`config.mk`:
```
export PLATFORM = sky130hd
export DESIGN_NAME = addsub_chunked
export DESIGN_NICKNAME = d
export VERILOG_FILES = /design/src/rtl/addsub_chunked_pkg.sv /design/src/rtl/addsub_chunked_addc.sv /design/src/rtl/addsub_chunked.sv
export SDC_FILE = /design/constraint.sdc
export NUM_CORES = 1
export LEC_CHECK = 0
export ABC_AREA = 1
export ABC_CLOCK_PERIOD_IN_PS = 9800
export CELL_PAD_IN_SITES_DETAIL_PLACEMENT = 0
export CELL_PAD_IN_SITES_GLOBAL_PLACEMENT = 1
export CORE_AREA = 2 2 118 120
export DETAILED_ROUTE_END_ITERATION = 8
export DIE_AREA = 0 0 120 122
export DONT_BUFFER_PORTS = 1
export GPL_TIMING_DRIVEN = 0
export HOLD_SLACK_MARGIN = 0.12
export PLACE_DENSITY = 0.85
export SYNTH_ARGS = -nofsm -noshare
export SYNTH_HDL_FRONTEND = slang
export SYNTH_SLANG_ARGS = --single-unit
```
`constraint.sdc`:
```
create_clock -name CLK -period 9.8 [get_ports CLK]
set_clock_uncertainty 0.05 [all_clocks]
set_input_delay 1.96 -clock CLK [delete_from_list [all_inputs] [get_ports CLK]]
set_output_delay 1.96 -clock CLK [all_outputs]
set_load 0.005 [all_outputs]
```
`src/rtl/addsub_chunked_pkg.sv`:
```
// Shared encodings for the chunked add/subtract unit: operation select,
// FSM states and the operand-preparation helpers.
package addsub_pkg;

   typedef enum logic [1:0] {
      OP_ADD  = 2'b00,
      OP_SUB  = 2'b01,
      OP_ADDC = 2'b10,
      OP_SUBC = 2'b11
   } op_e;

   typedef enum logic [1:0] {
      IDLE = 2'b00,
      BUSY = 2'b01,
      DONE = 2'b10
   } state_e;

   function automatic logic op_is_sub(input op_e op);
      return (op == OP_SUB) || (op == OP_SUBC);
   endfunction

   // Subtraction is a + ~b + 1; the chained variants take the carry from CIN.
   function automatic logic op_carry0(input op_e op, input logic cin);
      logic c;
      case (op)
         OP_ADD:  c = 1'b0;
         OP_SUB:  c = 1'b1;
         default: c = cin;
      endcase
      return c;
   endfunction

endpackage

```
`src/rtl/addsub_chunked_addc.sv`:
```
// Combinational CHUNK-bit adder with carry-in; one slice of the multi-cycle
// carry chain.
module addc_chunk #(
   parameter int CHUNK = 8
) (
   input  logic             cin_i,
   input  logic [CHUNK-1:0] a_i,
   input  logic [CHUNK-1:0] b_i,
   output logic [CHUNK-1:0] sum_o,
   output logic             cout_o
);

   assign {cout_o, sum_o} = {1'b0, a_i} + {1'b0, b_i} + {{CHUNK{1'b0}}, cin_i};

endmodule

```
`src/rtl/addsub_chunked.sv`:
```
// Multi-cycle WIDTH-bit add/subtract: CHUNK bits per clock, carry held in a
// register between cycles, results and flags presented behind valid/ready.
module addsub_chunked
   import addsub_pkg::*;
#(
   parameter int WIDTH = 32,
   parameter int CHUNK = 8
) (
   input  logic             CLK,
   input  logic             RESET,
   input  logic             I_VALID,
   output logic             I_READY,
   input  logic [1:0]       OP,
   input  logic             CIN,
   input  logic [WIDTH-1:0] I0,
   input  logic [WIDTH-1:0] I1,
   output logic             O_VALID,
   input  logic             O_READY,
   output logic [WIDTH-1:0] O,
   output logic             COUT,
   output logic             V,
   output logic             Z,
   output state_e           dbg_state_o
);

   // Handshake: a request transfers on a rising edge with I_VALID && I_READY;
   // a result transfers on a rising edge with O_VALID && O_READY. Neither side
   // may depend combinationally on the other.

   localparam int NCHUNK = WIDTH / CHUNK;
   localparam int IDXW   = (NCHUNK > 1) ? $clog2(NCHUNK) : 1;
   localparam logic [IDXW-1:0] LAST_IDX = IDXW'(NCHUNK - 1);

   state_e                        state_q;
   logic [NCHUNK-1:0][CHUNK-1:0]  a_q, b_q, work_q, work_d;
   logic [IDXW-1:0]               idx_q;
   logic                          carry_q;
   logic                          ready_q, valid_q;
   logic [WIDTH-1:0]              o_q;
   logic                          cout_q, v_q, z_q;

   logic [CHUNK-1:0]              sum_chunk;
   logic                          c_out;

   addc_chunk #(.CHUNK(CHUNK)) u_addc (
      .cin_i  (carry_q),
      .a_i    (a_q[idx_q]),
      .b_i    (b_q[idx_q]),
      .sum_o  (sum_chunk),
      .cout_o (c_out)
   );

   // Partial result accumulates here so O keeps the previous result until completion.
   always_comb begin
      work_d        = work_q;
      work_d[idx_q] = sum_chunk;
   end

   always_ff @(posedge CLK) begin
      if (RESET) begin
         state_q <= IDLE;
         a_q     <= '0;
         b_q     <= '0;
         work_q  <= '0;
         idx_q   <= '0;
         carry_q <= 1'b0;
         ready_q <= 1'b1;
         valid_q <= 1'b0;
         o_q     <= '0;
         cout_q  <= 1'b0;
         v_q     <= 1'b0;
         z_q     <= 1'b0;
      end else begin
         case (state_q)
            IDLE: begin
               if (I_VALID) begin
                  a_q     <= I0;
                  b_q     <= op_is_sub(op_e'(OP)) ? ~I1 : I1;
                  carry_q <= op_carry0(op_e'(OP), CIN);
                  idx_q   <= '0;
                  ready_q <= 1'b0;
                  state_q <= BUSY;
               end
            end
            BUSY: begin
               work_q  <= work_d;
               carry_q <= c_out;
               idx_q   <= idx_q + IDXW'(1);
               if (idx_q == LAST_IDX) begin
                  o_q     <= work_d;
                  cout_q  <= c_out;
                  v_q     <= (a_q[NCHUNK-1][CHUNK-1] == b_q[NCHUNK-1][CHUNK-1]) &&
                             (sum_chunk[CHUNK-1] != a_q[NCHUNK-1][CHUNK-1]);
                  z_q     <= (work_d == '0);
                  valid_q <= 1'b1;
                  state_q <= DONE;
               end
            end
            DONE: begin
               if (O_READY) begin
                  valid_q <= 1'b0;
                  ready_q <= 1'b1;
                  state_q <= IDLE;
               end
            end
            default: begin
               valid_q <= 1'b0;
               ready_q <= 1'b1;
               state_q <= IDLE;
            end
         endcase
      end
   end

   assign I_READY     = ready_q;
   assign O_VALID     = valid_q;
   assign O           = o_q;
   assign COUT        = cout_q;
   assign V           = v_q;
   assign Z           = z_q;
   assign dbg_state_o = state_q;

endmodule

```
==> out/metrics.yaml, run 1 <==
io_buffers: 0
post-route-period-util_pct: 40.23
first_iter_violations: 348
netlist_area_sq_um: 6411
yosys_warnings: 0
fp.coreArea_sq_um: 13500
grt_setup_unrepaired: "false"
htreeDepth: 4
max_stage_delay_ns: 0.68
wire_per_inst_um: 16.69
row_count: 43
ff2ff_path_depth: 19
first_pass_iters: 5
clockBufferDepth: 2
grt_pass1_vias: 5545
synth_cells: 886
fmax_mhz: 253.6
hold_path_depth: 2
layout_commonest_cell: "nor2_1"
cts_buffers: 17
timing.slew.headroom_pct: 58.43
seq_area_frac_synth_pct: 42.15
status: "finished, final reports clean"
antenna_left: 0
synthDistinctLibCells: 36
hold_path.class: "flop to flop"
wirelength_um: 18320
cts_setup_buffers: 0
hold_viol: 0
diodes: 0
ios: 110
postLayoutCoreUtil_pct: 54.04
crit_required_ns: 10.12
critPathArrivalTime_ns: 4.26
die_h_um: 122
syn_area_per_cell_sq_um: 7.236
netlist_top_cells_area: "dfxtp_1 (42%), nor2_1 (9.3%), o21ai_0 (9.1%)"
dp_hpwl_um: 14050
worst_pin_slew_ns: 0.6236
cts_hold_buf: 0
path_common_cell: "nand2_1"
whs_endpoint: "b_q[0]"
final_max_slew_viol_count: 0
reg2reg_slack_ns: 5.86
power_density_nw_per_um2: 222.2
fin_ws_ns: 5.857
hold_start: "b_q[0]"
cap_violations: 0
start_util_pct: 47.48
grt_max_degree: 17
p_leak_nw: 3.327
die_area_sq_um: 14640
cts-resized-gates: 0
worstPathCellList: "clkbuf_1, inv_1, clkbuf_1, nand2_1, a32o_1, fa_1, fa_1, nand2_1, o21ai_1, nand2_1, nor2_1, nand2_1, nor2_1, nand3_1, nor2_1, nand2_1, nor2_1, nand2_1, a21oi_2"
layout_common_cells: "nor2_1 (158), dfxtp_1 (135), nand2_1 (121), o21ai_0 (116), inv_1 (96)"
fp.dieW_um: 120
clk_pin_slew_ns: 0.06
r2r_start: "idx_q[0]"
slowest_stage: "fa_1"
viasPerCell: 5.352
path_delay_family: "adder cells"
grt_pass1_wl_um: 28720
min_period_ns: 3.943
pre_cts_slack_ns: 5.852
area_growth_pct: 13.84
finalSetupViolCount: 0
gp_congestion: 0.8965
clock_latency_ns: 0.44
fin_hold_ws_ns: 0.3987
tritoncts: "done"
final.setup.tns_ns: 0
grt_overflow: 0
fill_cells: 1322
crit_buf_inv: 3
nets: 989
numClockSinks: 135
synth.net_count: 970
yosysTopAreaCell: "dfxtp_1"
worstSetupPathType: "flop to flop"
synth_seq_cells: 135
r2r-end: "Z"
ctsRootBufferMaster: "clkbuf_16"
path_max_fanout: 10
ir_drop_uv: 134.9
drive_above_1_share_pct: 6.972
grt_use_total_pct: 25.74
cp-start-kind: "flop"
num_vias: 5876
drc_errors: 0
end_kind: "flop"
antenna_found_initial: 0
synth_top_area_share_pct: 42.15
[flip-flops by register name, summed over array words and instances (netlist names)]
register / count
a_q: 32
O: 32
carry_q: 1
I_READY: 1
idx_q: 2
V: 1
O_VALID: 1
dbg_state_o: 2
Z: 1
b_q: 32
COUT: 1
work_q: 29
[power by group]
part / leakage (nW) / internal, W / switching, W
clock: 0.317 / 0.000460 / 0.000255
sequential: 1.11 / 0.000586 / 0.0000220
combinational: 1.90 / 0.0000944 / 0.000204
[cell usage after synthesis]
| library cell | n |
|---|---|
| o22ai_1 | 12 |
| mux2_2 | 1 |
| nand3_1 | 31 |
| o21a_1 | 1 |
| nand2_1 | 121 |
| ha_1 | 11 |
| o211ai_1 | 17 |
| o21ai_0 | 116 |
| buf_6 | 1 |
| clkbuf_1 | 38 |
| o21ai_2 | 2 |
| nand2_2 | 4 |
| nand4_1 | 1 |
| a21o_1 | 1 |
| nor3_1 | 1 |
| inv_1 | 96 |
| a21oi_1 | 34 |
| or2_2 | 2 |
| nor2_1 | 158 |
| clkbuf_8 | 2 |
| xor2_1 | 4 |
| a21oi_2 | 2 |
| xnor2_1 | 28 |
| fa_1 | 2 |
| buf_4 | 1 |
| a32oi_1 | 2 |
| a211oi_1 | 29 |
| a22oi_1 | 1 |
| buf_1 | 1 |
| buf_2 | 14 |
| a32o_1 | 1 |
| nor2_2 | 2 |
| inv_2 | 1 |
| o21bai_1 | 11 |
| o21ai_1 | 2 |
| dfxtp_1 | 135 |
[worst register-to-register path, cell delays in order, from the launching register on]
cell      delay (ns)
dfxtp_1         0.33
clkbuf_1        0.23
inv_1           0.18
clkbuf_1        0.40
nand2_1         0.14
a32o_1          0.29
fa_1            0.42
fa_1            0.68
nand2_1         0.09
o21ai_1         0.15
nand2_1         0.08
nor2_1          0.12
nand2_1         0.06
nor2_1          0.11
nand3_1         0.08
nor2_1          0.09
nand2_1         0.06
nor2_1          0.09
nand2_1         0.09
a21oi_2         0.13
[cells by family (layout without fill, tap and decap cells)]
logic type                 count (synthesis)  after routing  synth area share (%)
muxes                                      1              1                0.1756
buffers and inverters                    154            186                 9.778
and+or+nand+nor                          320            320                 19.71
adders and majority gates                 13             13                 2.771
AOI/OAI and AO/OA                        231            231                 21.04
xor gates and xnor gates                  32             32                 4.372
DFF                                      135            135                 42.15
[through the flow]
step / instances / cell area (sq um) / power [W]
global placement: 1066 / 6636 / 0.0009100
detailed placement: 1066 / 6636 / 0.0009148
finish: 1098 / 7298 / 0.001621
global route: 1098 / 7298 / 0.001690
CTS: 1098 / 7298 / 0.001626
floorplan: 886 / 6411 / 0.0008242
[how the worst max path moves through the flow]
stage,start,end,slack [ns],cells past startpoint
after floorplan,idx_q[0],Z,6.69,18
after detailed placement,idx_q[0],Z,5.85,19
final,idx_q[0],Z,5.86,19
after CTS,idx_q[0],Z,5.84,19
after global routing,idx_q[0],Z,5.57,19
after global placement,idx_q[0],Z,5.91,19
[area by class of cell]
class | count | area, sq um | area share (%)
Buffer | 57 | 262.8 | 3.600
Sequential cell | 135 | 2703 | 37.03
Inverter | 97 | 364.1 | 4.989
Clock inverter | 14 | 222.7 | 3.052
Clock buffer | 18 | 439.2 | 6.017
Tap cell | 180 | 225.2 | 3.086
Multi-Input combinational cell | 597 | 3082 | 42.23
[per-layer routing]
metal  vias up  GRT usage (%)  routed length [um]
met5         -              0                   0
met4         0          10.74                 471
met3        31          5.712                 972
met2       193          44.67                8916
met1      2727          30.76                7963
li1       2925              -                   -
Note: power is estimated with default switching activity, not from simulation.
==> run 2, diff against run 1 <==
Settings changed: ABC_CLOCK_PERIOD_IN_PS 9800 to 3400, CORE_AREA 2 2 118 120 to 2 2 129 131, DIE_AREA 0 0 120 122 to 0 0 131 133, PLACE_DENSITY 0.85 to 0.76.
Clock period 9.8 ns to 3.4 ns, I/O delays scaled along.
==> run 2 against run 1 <==
  * Fmax increased by 24%
  * Clock power increased to 3.0 times the previous value
  * Die area increased by 19%
  * Combinational power increased to 3.0 times the previous value
  * Sequential power increased to 2.9 times the previous value
  * Final cell count increased by 3.9%
  * Global-route usage decreased by 2.8 points
  * Highest routed layer unchanged
==> out/metrics.yaml, run 2 (synthesized netlist as in run 1, its figures left out) <==
layout_commonest_cell: "nor2_1"
start_util_pct: 39.64
numClockSinks: 135
row_count: 47
max_stage_delay_ns: 0.62
first_pass_iters: 5
critPathArrivalTime_ns: 3.49
antenna_found_initial: 0
ir_drop_uv: 357.6
nets: 992
power_w: 0.004776
diodes: 0
cts_hold_buf: 0
placed_area_sq_um: 6686
path_common_cell: "nand2_1"
post-route-period-util_pct: 93.38
die_area_sq_um: 17420
htreeDepth: 4
gp_congestion: 0.8582
path_max_fanout: 10
grt_use_total_pct: 22.96
drive_above_1_share_pct: 9.881
drc_errors: 0
first_iter_violations: 397
cap_violations: 0
slowest_stage: "fa_2"
worstPathCellList: "clkbuf_8, buf_6, o21ai_0, a21oi_1, fa_2, fa_2, nand2_1, o21ai_2, nand2_1, nor2_1, nand2_1, nor2_2, nand3_1, nor2_1, nand2_1, nor2_1, nand2_1, a21oi_2"
power_density_nw_per_um2: 638.5
clk_pin_slew_ns: 0.06
num_vias: 5737
grt_pass1_vias: 5503
cts_buffers: 17
status: "finished, final reports clean"
ios: 110
final_max_slew_viol_count: 0
tritoncts: "done"
multi_input_area_sq_um: 3134
layout_common_cells: "nor2_1 (157), dfxtp_1 (133), nand2_1 (117), o21ai_0 (113), inv_1 (95)"
grt_pass1_wl_um: 30130
ctsRootBufferMaster: "clkbuf_16"
area_growth_pct: 16.67
stdcell_area_sq_um: 7480
crit_required_ns: 3.71
ff_latch_area_sq_um: 2708
wire_per_inst_um: 16.81
end_kind: "flop"
cp-start-kind: "flop"
fill_cells: 1676
fmax_mhz: 315.0
grt_max_degree: 17
grt_overflow: 0
fp.dieW_um: 131
fp.coreArea_sq_um: 16170
io_buffers: 0
min_period_ns: 3.175
p_leak_nw: 3.397
finalSetupViolCount: 0
clock_latency_ns: 0.43
worstSetupPathType: "flop to flop"
dp_hpwl_um: 14390
hold_viol: 0
worst_pin_slew_ns: 0.6655
hold_path.class: "primary input to flop"
clockBufferDepth: 2
antenna_left: 0
die_h_um: 133
wirelength_um: 19180
viasPerCell: 5.028
timing.slew.headroom_pct: 55.63
-- run 2: worst max-delay path, delay by kind of cell (launching register included) --
kind,cells,cell delay (ns)
adder cells (fa/ha/maj),2,1.02
AND/OR/NAND/NOR,10,0.86
AO/OA/AOI/OAI,4,0.54
flip-flops,1,0.35
buffers and inverters,2,0.30
-- run 2: path summary, 6_finish.rpt --
kind	from	slack, ns	depth (start not counted)	end
max	idx_q[0]	0.22	18	Z
min reg2reg	O_VALID	0.42	2	O_VALID
max reg2reg	idx_q[0]	0.22	18	Z
min	I0[28]	0.37	2	a_q[28]
-- run 2: metal layers --
metal | share of wire [%] | routed length [um] | track usage [%]
met2 | 45 | 8600 | 35.49
met1 | 47 | 9091 | 31.60
met3 | 6.1 | 1172 | 6.025
met4 | 1.7 | 319 | 6.265
met5 | 0 | 0 | 0
-- run 2: final cells by class --
type	instances	area share [%]
repair buffers	3	0.3011
clock inverters	11	2.944
multi-input cells	597	41.90
well taps	220	3.680
clock buffers	21	6.156
flip-flops and latches	135	36.20
inverters	97	4.868
plain buffers	57	3.948
-- run 2: stage by stage --
step                std cells  utilization, %  TNS (ns)  hold slack (ns)  worst slack (ns)
CTS                      1138           45.71         0           0.3628           0.02898
global placement         1106           41.35   -0.8295           0.4081           -0.3455
global route             1141           46.25  -0.01104           0.3702          -0.01104
detailed placement       1106           41.35   -0.8532           0.4163           -0.3528
floorplan                 886               -         0           0.3746            0.2947
finish                   1141           46.25         0           0.3690            0.2250
-- run 2: repair_timing --
action | 4_1_cts | 5_1_grt
resized for setup | 12 | 31
buffers inserted | 0 | 3
endpoints found under the setup margin | 12 | 8
pin swaps | 1 | 3
-- run 2: report_power, final --
group | switching (W) | internal, W | leakage, nW
Sequential | 0.0000583 | 0.00169 | 1.11
Combinational | 0.000602 | 0.000296 | 1.96
Clock | 0.000715 | 0.00142 | 0.331
Total | 0.00138 | 0.00340 | 3.40
==> run 3, diff against run 2 <==
Settings changed: ABC_AREA 1 to not set, CORE_AREA 2 2 129 131 to 2 2 123 125, DIE_AREA 0 0 131 133 to 0 0 125 127.
==> run 3 against run 2 <==
  * Register-to-register slack worse by 0.17 ns
  * Synthesized area decreased by 4.9%
  * Power shrank 10%
  * Final area decreased by 5.0%
  * Sequential power decreased by 4%
  * Largest cell class unchanged
==> out/metrics.yaml, run 3 <==
dp_hpwl_um: 12560
final_max_slew_viol_count: 0
crit_required_ns: 3.68
drive_above_1_share_pct: 11.78
dpl.cell_count: 878
die_area_sq_um: 15880
synthDistinctLibCells: 56
synth_top_family_by_area: "compound AO/OA/AOI/OAI gates"
finalSetupViolCount: 0
cts_hold_buf: 0
layout_commonest_cell: "dfxtp_1"
fill_cells: 1395
first_pass_iters: 5
drc_errors: 0
antenna_left: 0
clock_latency_ns: 0.42
grt_max_degree: 17
power_w: 0.004286
stdcell_count: 914
multi_input_area_sq_um: 3186
path_max_fanout: 9
timing.slew.headroom_pct: 51.10
wirelength_um: 16740
grt_use_total_pct: 21.61
yosysMostFrequentCell: "dfxtp_1"
hold_path.class: "primary input to flop"
row_count: 44
start_util_pct: 42.27
synth_cells: 694
synth.net_count: 778
yosys.area_share.simple_pct: 16.23
clk_pin_slew_ns: 0.06
layout_common_cells: "dfxtp_1 (132), nand2_1 (127), a21oi_1 (79), nor2_1 (77), a211oi_1 (58)"
setup.worst_path.start: "idx_q[0]"
seq_area_frac_synth_pct: 43.67
gp_congestion: 0.8947
synth_edf_count: 0
synth_adder_area_share_pct: 2.914
first_iter_violations: 334
cap_violations: 0
ios: 110
nets: 801
synth-compound-area-share_pct: 19.02
cts_buffers: 17
critPathArrivalTime_ns: 3.62
worst_pin_slew_ns: 0.7334
wire_per_inst_um: 18.32
io_buffers: 0
netlist_top_cells_area: "dfxtp_1 (44%), nand2_1 (7.8%), a211oi_1 (7.1%)"
end_kind: "flop"
fp.coreArea_sq_um: 14420
netlist_area_sq_um: 6097
num_vias: 5011
worstSetupPathType: "flop to flop"
synthMuxAreaShare_pct: 8.044
yosysTopAreaCell: "dfxtp_1"
r2r_start: "idx_q[0]"
viasPerCell: 5.482
area_growth_pct: 16.56
synth_seq_cells: 133
stdcell_area_sq_um: 7107
fp.dieW_um: 125
syn_area_per_cell_sq_um: 8.785
die_h_um: 127
grt_overflow: 0
yosys_warnings: 0
tritoncts: "done"
htreeDepth: 4
numClockSinks: 133
post-route-period-util_pct: 98.25
synthXorXnorAreaFrac_pct: 5.294
synth_common_cells: "dfxtp_1 (133), nand2_1 (127), a21oi_1 (79), nor2_1 (77), a211oi_1 (58)"
min_period_ns: 3.341
diodes: 0
ff_latch_area_sq_um: 2664
fmax_mhz: 299.4
hold_start: "I0[1]"
status: "finished, final reports clean"
grt_pass1_wl_um: 26740
synth_ff_type: "dfxtp_1"
clockBufferDepth: 2
grt_pass1_vias: 5014
ctsRootBufferMaster: "clkbuf_16"
cp-start-kind: "flop"
hold_viol: 0
placed_area_sq_um: 6327
ir_drop_uv: 399.6
synthArstFlopShare_pct: 0
synth_top_area_share_pct: 43.67
power_density_nw_per_um2: 603.1
antenna_found_initial: 0
p_leak_nw: 2.455
run 3: changes by cell type in the layout (fill, tap and decap cells not counted), moves of 12 or more:
| cell | previous run | this run |
|---|---|---|
| mux2i_1 | 0 | 12 |
| inv_1 | 95 | 10 |
| nand3_1 | 28 | 1 |
| buf_2 | 14 | 2 |
| o21ai_0 | 113 | 7 |
| a211oi_1 | 29 | 58 |
| a21oi_1 | 34 | 79 |
| nor2_1 | 157 | 77 |
| mux4_2 | 0 | 16 |
run 3: area by class of cell:
type	count	share of cell area, %
buffer	59	4.120
clock buffer	20	6.567
clock inverter	12	2.482
inverter	11	0.5810
multi-input combinational	490	44.82
sequential	133	37.48
tap	184	3.239
timing repair buffer	5	0.7042
run 3: cell families (layout without fill, tap and decap cells):
group	count (synthesis)	count (layout)
buffers and inverters	71	107
adder cells (fa/ha/maj)	13	13
flip-flops	133	133
AND/OR/NAND/NOR	236	236
AO/OA/AOI/OAI	176	176
XOR/XNOR	36	36
multiplexers	29	29
run 3: power breakdown:
part	internal [W]	total [W]	leakage [nW]	switching, W
clock network	0.00128	0.00197	0.300	0.000686
logic	0.000256	0.000634	1.07	0.000378
registers	0.00164	0.00168	1.09	0.0000462
total	0.00318	0.00429	2.45	0.00111
run 3: layer usage:
| layer | up-vias | part of all wire, % | GRT usage (%) | routed length (um) |
|---|---|---|---|---|
| li1 | 2453 | - | - | - |
| met3 | 20 | 6.5 | 5.779 | 1091 |
| met2 | 165 | 49 | 37.24 | 8227 |
| met5 | - | 0 | 0 | 0 |
| met1 | 2373 | 42 | 26.13 | 7071 |
| met4 | 0 | 2.1 | 7.778 | 353 |
run 3: worst max-delay path: stages, from the launching register on:
cell	delay [ns]
dfxtp_2	0.34
buf_12	0.15
mux4_2	0.34
inv_1	0.06
fa_2	0.37
fa_2	0.40
xnor2_2	0.25
nor4_1	0.33
nand4_1	0.19
a2111oi_4	0.38
o2111ai_2	0.17
a211oi_2	0.21
run 3: stage by stage:
step | setup WS [ns] | hold WS, ns | util (%) | TNS (ns)
final | 0.05947 | 0.3443 | 49.27 | 0
after global routing | -0.008978 | 0.3311 | 49.27 | -0.008978
after CTS | 0.002739 | 0.3326 | 48.73 | 0
after detailed placement | -0.6530 | 0.3949 | 43.87 | -8.898
after global placement | -0.5838 | 0.3913 | 43.87 | -4.910
after floorplan | 0.009616 | 0.3818 | - | 0
run 3: final timing paths:
| check | endpoint | slack (ns) | cells after the start |
|---|---|---|---|
| max reg2reg | Z | 0.06 | 11 |
| min | a_q[1] | 0.34 | 2 |
| min reg2reg | a_q[8] | 0.40 | 2 |
| max | Z | 0.06 | 11 |
run 3: what timing repair did:
action | CTS | global route
pin swaps | 1 | 5
resized for setup | 13 | 10
buffers inserted | 2 | 3
endpoints found under the setup margin | 36 | 5
